--- src/rtl/stopwatch_cu.sv ---
// Stopwatch control unit: synchronised, debounced RUN/STOP and CLEAR buttons feed a
// STOP/RUN/CLEAR FSM whose registered outputs drive the datapath controls.

module stopwatch_btn #(
  parameter int DB_COUNT = 1_000_000
) (
  input  logic clk,
  input  logic rst,
  input  logic btn_i,
  output logic press_o
);
  localparam int            CW      = (DB_COUNT > 1) ? $clog2(DB_COUNT) : 1;
  localparam logic [CW-1:0] CNT_MAX = CW'(DB_COUNT - 1);

  logic          meta_q;
  logic          sync_q;
  logic          db_lvl_q;
  logic          db_dly_q;
  logic [CW-1:0] cnt_q;

  // Any disagreement shorter than DB_COUNT cycles falls back to a zero count.
  always_ff @(posedge clk or posedge rst) begin
    if (rst) begin
      meta_q   <= 1'b0;
      sync_q   <= 1'b0;
      db_lvl_q <= 1'b0;
      db_dly_q <= 1'b0;
      cnt_q    <= '0;
    end else begin
      meta_q   <= btn_i;
      sync_q   <= meta_q;
      db_dly_q <= db_lvl_q;
      if (sync_q == db_lvl_q) begin
        cnt_q <= '0;
      end else if (cnt_q == CNT_MAX) begin
        db_lvl_q <= sync_q;
        cnt_q    <= '0;
      end else begin
        cnt_q <= cnt_q + 1'b1;
      end
    end
  end

  assign press_o = db_lvl_q & ~db_dly_q;
endmodule

module stopwatch_cu #(
  parameter int DB_COUNT = 1_000_000
) (
  input  logic       clk,
  input  logic       rst,
  input  logic       btn_run,
  input  logic       btn_clear,
  output logic       run_stop,
  output logic       clear,
  output logic [1:0] o_state
);
  typedef enum logic [1:0] {
    ST_STOP  = 2'b00,
    ST_RUN   = 2'b01,
    ST_CLEAR = 2'b10
  } state_t;

  state_t state_q;
  state_t state_d;
  logic   run_press;
  logic   clear_press;

  stopwatch_btn #(.DB_COUNT(DB_COUNT)) u_btn_run (
    .clk    (clk),
    .rst    (rst),
    .btn_i  (btn_run),
    .press_o(run_press)
  );

  stopwatch_btn #(.DB_COUNT(DB_COUNT)) u_btn_clear (
    .clk    (clk),
    .rst    (rst),
    .btn_i  (btn_clear),
    .press_o(clear_press)
  );

  // RUN has priority over CLEAR when both arrive in the same STOP cycle.
  always_comb begin
    state_d = ST_STOP;
    case (state_q)
      ST_STOP: begin
        if (run_press)        state_d = ST_RUN;
        else if (clear_press) state_d = ST_CLEAR;
        else                  state_d = ST_STOP;
      end
      ST_RUN:  state_d = run_press ? ST_STOP : ST_RUN;
      default: state_d = ST_STOP;
    endcase
  end

  // Outputs are registered from the next state so they track state_q exactly.
  always_ff @(posedge clk or posedge rst) begin
    if (rst) begin
      state_q  <= ST_STOP;
      run_stop <= 1'b0;
      clear    <= 1'b0;
    end else begin
      state_q  <= state_d;
      run_stop <= (state_d == ST_RUN);
      clear    <= (state_d == ST_CLEAR);
    end
  end

  assign o_state = state_q;
endmodule

--- config.mk ---
export PLATFORM = sky130hd
export DESIGN_NAME = stopwatch_cu
export DESIGN_NICKNAME = d
export VERILOG_FILES = /design/src/rtl/stopwatch_cu.sv
export SDC_FILE = /design/constraint.sdc
export NUM_CORES = 1
export LEC_CHECK = 0
export ABC_AREA = 1
export CAP_MARGIN = 20
export CORE_UTILIZATION = 40
export DETAILED_ROUTE_END_ITERATION = 8
export SLEW_MARGIN = 20
export SYNTH_ARGS = -nofsm -noshare
export SYNTH_HDL_FRONTEND = slang
export SYNTH_SLANG_ARGS = --single-unit
--- constraint.sdc ---
create_clock -name clk -period 4.9 [get_ports clk]
set_clock_uncertainty 0.05 [all_clocks]
set_input_delay 0.98 -clock clk [delete_from_list [all_inputs] [get_ports clk]]
set_output_delay 0.98 -clock clk [all_outputs]
set_load 0.005 [all_outputs]
# Word level (Yosys, flattened, before mapping)
# Cells that the tools add are included.
[word_totals]
reg_bits = 52
in_bits = 4
out_inout_bits = 4
wordCells = 39
[classes]
addsub = 2
n_eq_ne = 7
mux = 8
n_bitwise = 6
n_reduce_logical = 3
[ops]
columns = ["op", "count"]
rows = [
  ["20-bit two-way mux", 4],
  ["20-bit by 1-bit adder with 20-bit output, second input constant", 2],
  ["20-bit == test, second input constant", 2],
  ["2-bit by 1-bit == test with 1-bit output, second input constant", 2],
  ["2-bit two-way mux", 2],
  ["1-bit inverter", 4],
  ["2-bit one-hot mux with 2 select lines", 1],
  ["2-bit AND reduction", 2],
  ["1-bit AND", 2],
  ["1-bit == test", 2],
  ["2-bit == test, second input constant", 1],
  ["2-bit zero test", 1],
  ["1-bit two-way mux", 1],
]

# Longest topological paths before layout
[logic_depth]
ltp_word = 6
depth_mapped = 9
depth_no_buf = 9

# Hierarchy
# A second synthesis with hierarchy kept.
[unflattened]
cells_unflattened = 345
hier_area_um2 = 2745.1
[modules_own_cells]
columns = ["module", "n_inst", "cells_per_inst", "area_each_um2", "seq_area_each_um2"]
rows = [
  ["stopwatch_btn", 2, 164, 1297.5, 600.6],
  ["stopwatch_cu", 1, 17, 150.1, 100.1],
]

# Worst setup path after synthesis
# OpenSTA, ideal clock, no wires.
[synth_path]
kind = "register to output"
from = "reg state_q[1], in the netlist o_state[1]"
to = "out o_state[1]"
arrival_ns = 0.392
required_ns = 3.870
slack_ns = 3.478
stages_incl_launch_ff = 1
n_path_buf = 0
path_cell_list = "dfrtp_1"
[synth_lines]
columns = ["item", "line", "source"]
rows = [
  ["start, declared", "64", "state_t state_q;"],
  ["start signal, assigned", "104", "state_q <= state_d;"],
  ["end, declared", "56", "output logic [1:0] o_state"],
]
# No word-level cell between the ends.

# Final worst setup path
[layout_path]
from = "reg state_q[1], in the netlist o_state[1]"
to = "out o_state[1]"
# No word-level cell between the ends.

==> summary.md <==
| Metric | Value |
|---|---|
| Clock buffer depth | 2 |
| Final HPWL DP | 3430 µm |
| Clock Pin Slew Worst Setup and Hold Paths | 100 ps |
| Synth area leaders | dfrtp_1 49%, nor2_1 12%, nand2_1 8.8% |
| Die X | 83.1 µm |
| Routed WL | 4710 µm |
| Synth top area share | 49.5% |
| Port buffer count | 7 |
| Yosys cell types | 28 |
| Crit Path Category | reg -> out |
| #FFs+latches synth | 52 |
| Achievable Freq | 436 MHz |
| Final net count | 336 |
| TritonCTS Buffers | 5 |
| Gpl congestion | 0.807 |
| Area growth syn-to-layout | 9.56% |
| Avg Inst Size Synth | 8.27 µm² |
| Reg2reg start | u_btn_run.cnt_q[0]$_DFF_PP0_ |
| Core area | 6350 µm² |
| Root Buffer | clkbuf_8 |
| Reg2reg path depth | 8 |
| Worst EP required | 3870 ps |
| Synth Instances | 318 |
| Max-capacitance violation count | 0 |
| Slowest CP cell | clkdlybuf4s50_1 |
| DR WL/cell | 11.5 µm |
| FP Rows | 29 |
| Crit path depth | 1 |
| CP endpoint kind | output pin |
| Final Cycle Share | 46.8% |
| Worst-path maximum fanout | 5 |
| Synth warnings | 0 |
| DRT antenna net count | 0 |
| Status | finished, final reports clean |
| TritonCTS clock tree | yes |
| Library cell with the largest summed area after synthesis | dfrtp_1 |
| WP buf/inv | 1 |
| Worst r2r dst | u_btn_run.cnt_q[18]$_DFF_PP0_ |
| Post-synthesis instance area | 2630 µm² |
| Global-route wire length before repair | 8210 µm |
| Clk sink count | 52 |
| RSZ-0062 raised after global routing | false |
| Post-cts sizing count | 0 |
| Pins Over Slew Limit | 0 |
| VDD IR-drop max | 147 µV |
| Post-CTS Hold Buffers | 0 |
| Critical path startpoint category | flip-flop |
| Worst Hold Class | reg -> reg |
| Diodes inserted | 0 |
| P_leak | 1.21 nW |
| PD cells | 252 nW/µm² |
| Initial DRC count | 95 |
| Number of vias per cell | 4.64 |
| Die area | 6900 µm² |
| Mapped Nets | 324 |
| Post-route cell area | 2880 µm² |
| Initial antenna violation count | 0 |
| Clock period minus worst slack | 2290 ps |
| Final Hold Viols | 0 |
| Pre-Repair DR Iteration Count | 4 |
| # Post-CTS Setup Buffers | 0 |
| Share of cells above drive strength 1 | 10.9% |
| Io pins | 8 |
| CP max stage delay | 520 ps |
| CP delay by family, top | buffers and inverters |
| Post-route DRC | 0 |
| Vias | 1895 |
| Min-delay src | u_btn_run.meta_q$_DFF_PP0_ |
| Arr. time, crit path | 1260 ps |
| Setup TNS | 0 ps |
| Largest net degree at the start of global routing | 53 |
| Gr ovfl total | 0 |
| Worst-Margin Slew | 863 ps |
| Starting Density | 41.4% |
| Total global-route track usage | 14.9% |
| WHS Endpoint | u_btn_run.sync_q$_DFF_PP0_ |
| CP cell instances | clkdlybuf4s50_1 |
| Hold path depth | 0 |
| Die Ht | 83.1 µm |
| Worst rel slew slack | 42.4% |
| Worst R2R Setup Slack | 3280 ps |
| Number of H-tree levels | 2 |
| Post-synthesis sequential area ratio | 49.5% |
| # setup viols final | 0 |
| Clk_lat worst skew | 320 ps |
| Vias in the first global route | 1802 |
| Filler instances | 618 |
| DP Area | 2790 µm² |
through the flow:
| step | hold slack (ps) | total power, mW | std cells | util, % | setup WS, ps |
|---|---|---|---|---|---|
| 2_1_floorplan | 281 | 0.466 | 318 | - | 2610 |
| 3_3_place_gp | 283 | 0.474 | 400 | 43.9 | 2540 |
| 3_5_place_dp | 286 | 0.475 | 400 | 43.9 | 2530 |
| 4_1_cts | 309 | 0.737 | 408 | 45.4 | 2600 |
| 5_1_grt | 325 | 0.760 | 408 | 45.4 | 2550 |
| 6_report | 306 | 0.726 | 408 | 45.4 | 2610 |
cell type report:
| class | count | area, µm² | share of cell area [%] |
|---|---|---|---|
| inverter | 30 | 114 | 3.95 |
| sequential | 52 | 1300 | 45.2 |
| timing repair buffer | 7 | 70.1 | 2.43 |
| clock buffer | 5 | 68.8 | 2.39 |
| multi-input combinational | 234 | 1210 | 41.9 |
| tap | 77 | 96.3 | 3.34 |
| clock inverter | 3 | 25.0 | 0.868 |
state kept, by name, summed over array words and instances, names as in the netlist:
signal	flops
u_btn_clear.db_lvl_q	1
run_stop	1
u_btn_run.db_dly_q	1
u_btn_clear.db_dly_q	1
clear	1
u_btn_clear.sync_q	1
u_btn_clear.meta_q	1
u_btn_run.cnt_q	20
u_btn_clear.cnt_q	20
u_btn_run.sync_q	1
u_btn_run.meta_q	1
o_state	2
u_btn_run.db_lvl_q	1
how the worst max path moves through the flow:
| stage | start | slack [ps] | to |
|---|---|---|---|
| final | o_state[1]$_DFF_PP0_ | 2610 | o_state[1] |
| after global routing | o_state[1]$_DFF_PP0_ | 2550 | o_state[1] |
| after CTS | o_state[1]$_DFF_PP0_ | 2600 | o_state[1] |
| after detailed placement | rst | 2530 | u_btn_run.cnt_q[0]$_DFF_PP0_ |
| after global placement | rst | 2540 | u_btn_run.cnt_q[0]$_DFF_PP0_ |
| after floorplan | rst | 2610 | clear$_DFF_PP0_ |
metal layers:
metal  share of wire (%)  global-route usage (%)
met3                 2.2                    2.98
met5                   0                       0
met1                  49                    20.0
met2                  48                    24.0
met4                 1.6                    5.17
where the power goes:
group | total [mW] | switching (mW) | internal (mW) | leakage [nW]
clock network | 0.260 | 0.156 | 0.104 | 0.0452
registers | 0.439 | 0.00453 | 0.434 | 0.712
logic | 0.0265 | 0.0186 | 0.00783 | 0.453
placed cells by master, fill, tap and decap left out, types with 2 or more instances in the layout:
| cell type | instances |
|---|---|
| nor2_4 | 6 |
| o21ai_0 | 2 |
| nor3_1 | 2 |
| nand3_1 | 21 |
| clkbuf_8 | 5 |
| clkdlybuf4s50_1 | 7 |
| ha_1 | 2 |
| nand2_1 | 62 |
| nor4b_1 | 2 |
| nor2_2 | 4 |
| nand4_1 | 4 |
| inv_2 | 4 |
| dfrtp_1 | 52 |
| inv_1 | 25 |
| xnor2_1 | 8 |
| xor2_1 | 13 |
| nor2_1 | 83 |
| a21oi_1 | 7 |
| nor3_2 | 2 |
| nand3_2 | 3 |
| inv_6 | 2 |
| nand2_2 | 5 |
cells in the mapped netlist:
cell,instances
nor2_1,83
nand2_1,62
dfrtp_1,52
inv_1,26
nand3_1,21
xor2_1,13
xnor2_1,8
a21oi_1,7
nor2_4,6
nand2_2,5
inv_2,4
nand4_1,4
nor2_2,4
nand3_2,3
buf_2,2
ha_1,2
nor3_1,2
nor3_2,2
nor4b_1,2
o21ai_0,2
a21oi_2,1
nand3b_1,1
nor3b_1,1
o21a_1,1
o21ai_1,1
o21bai_1,1
xnor2_2,1
xor2_2,1
cells by family (layout without fill, tap and decap cells):
logic type	count (synthesis)	in the layout	share of synthesized area [%]
AND/OR/NAND/NOR	196	196	33.9
flip-flops	52	52	49.5
buffers and inverters	32	45	4.66
XOR/XNOR	23	23	8.23
AO/OA/AOI/OAI	13	13	2.81
adder cells (fa/ha/maj)	2	2	0.951
(Power assumes the default switching activity.)
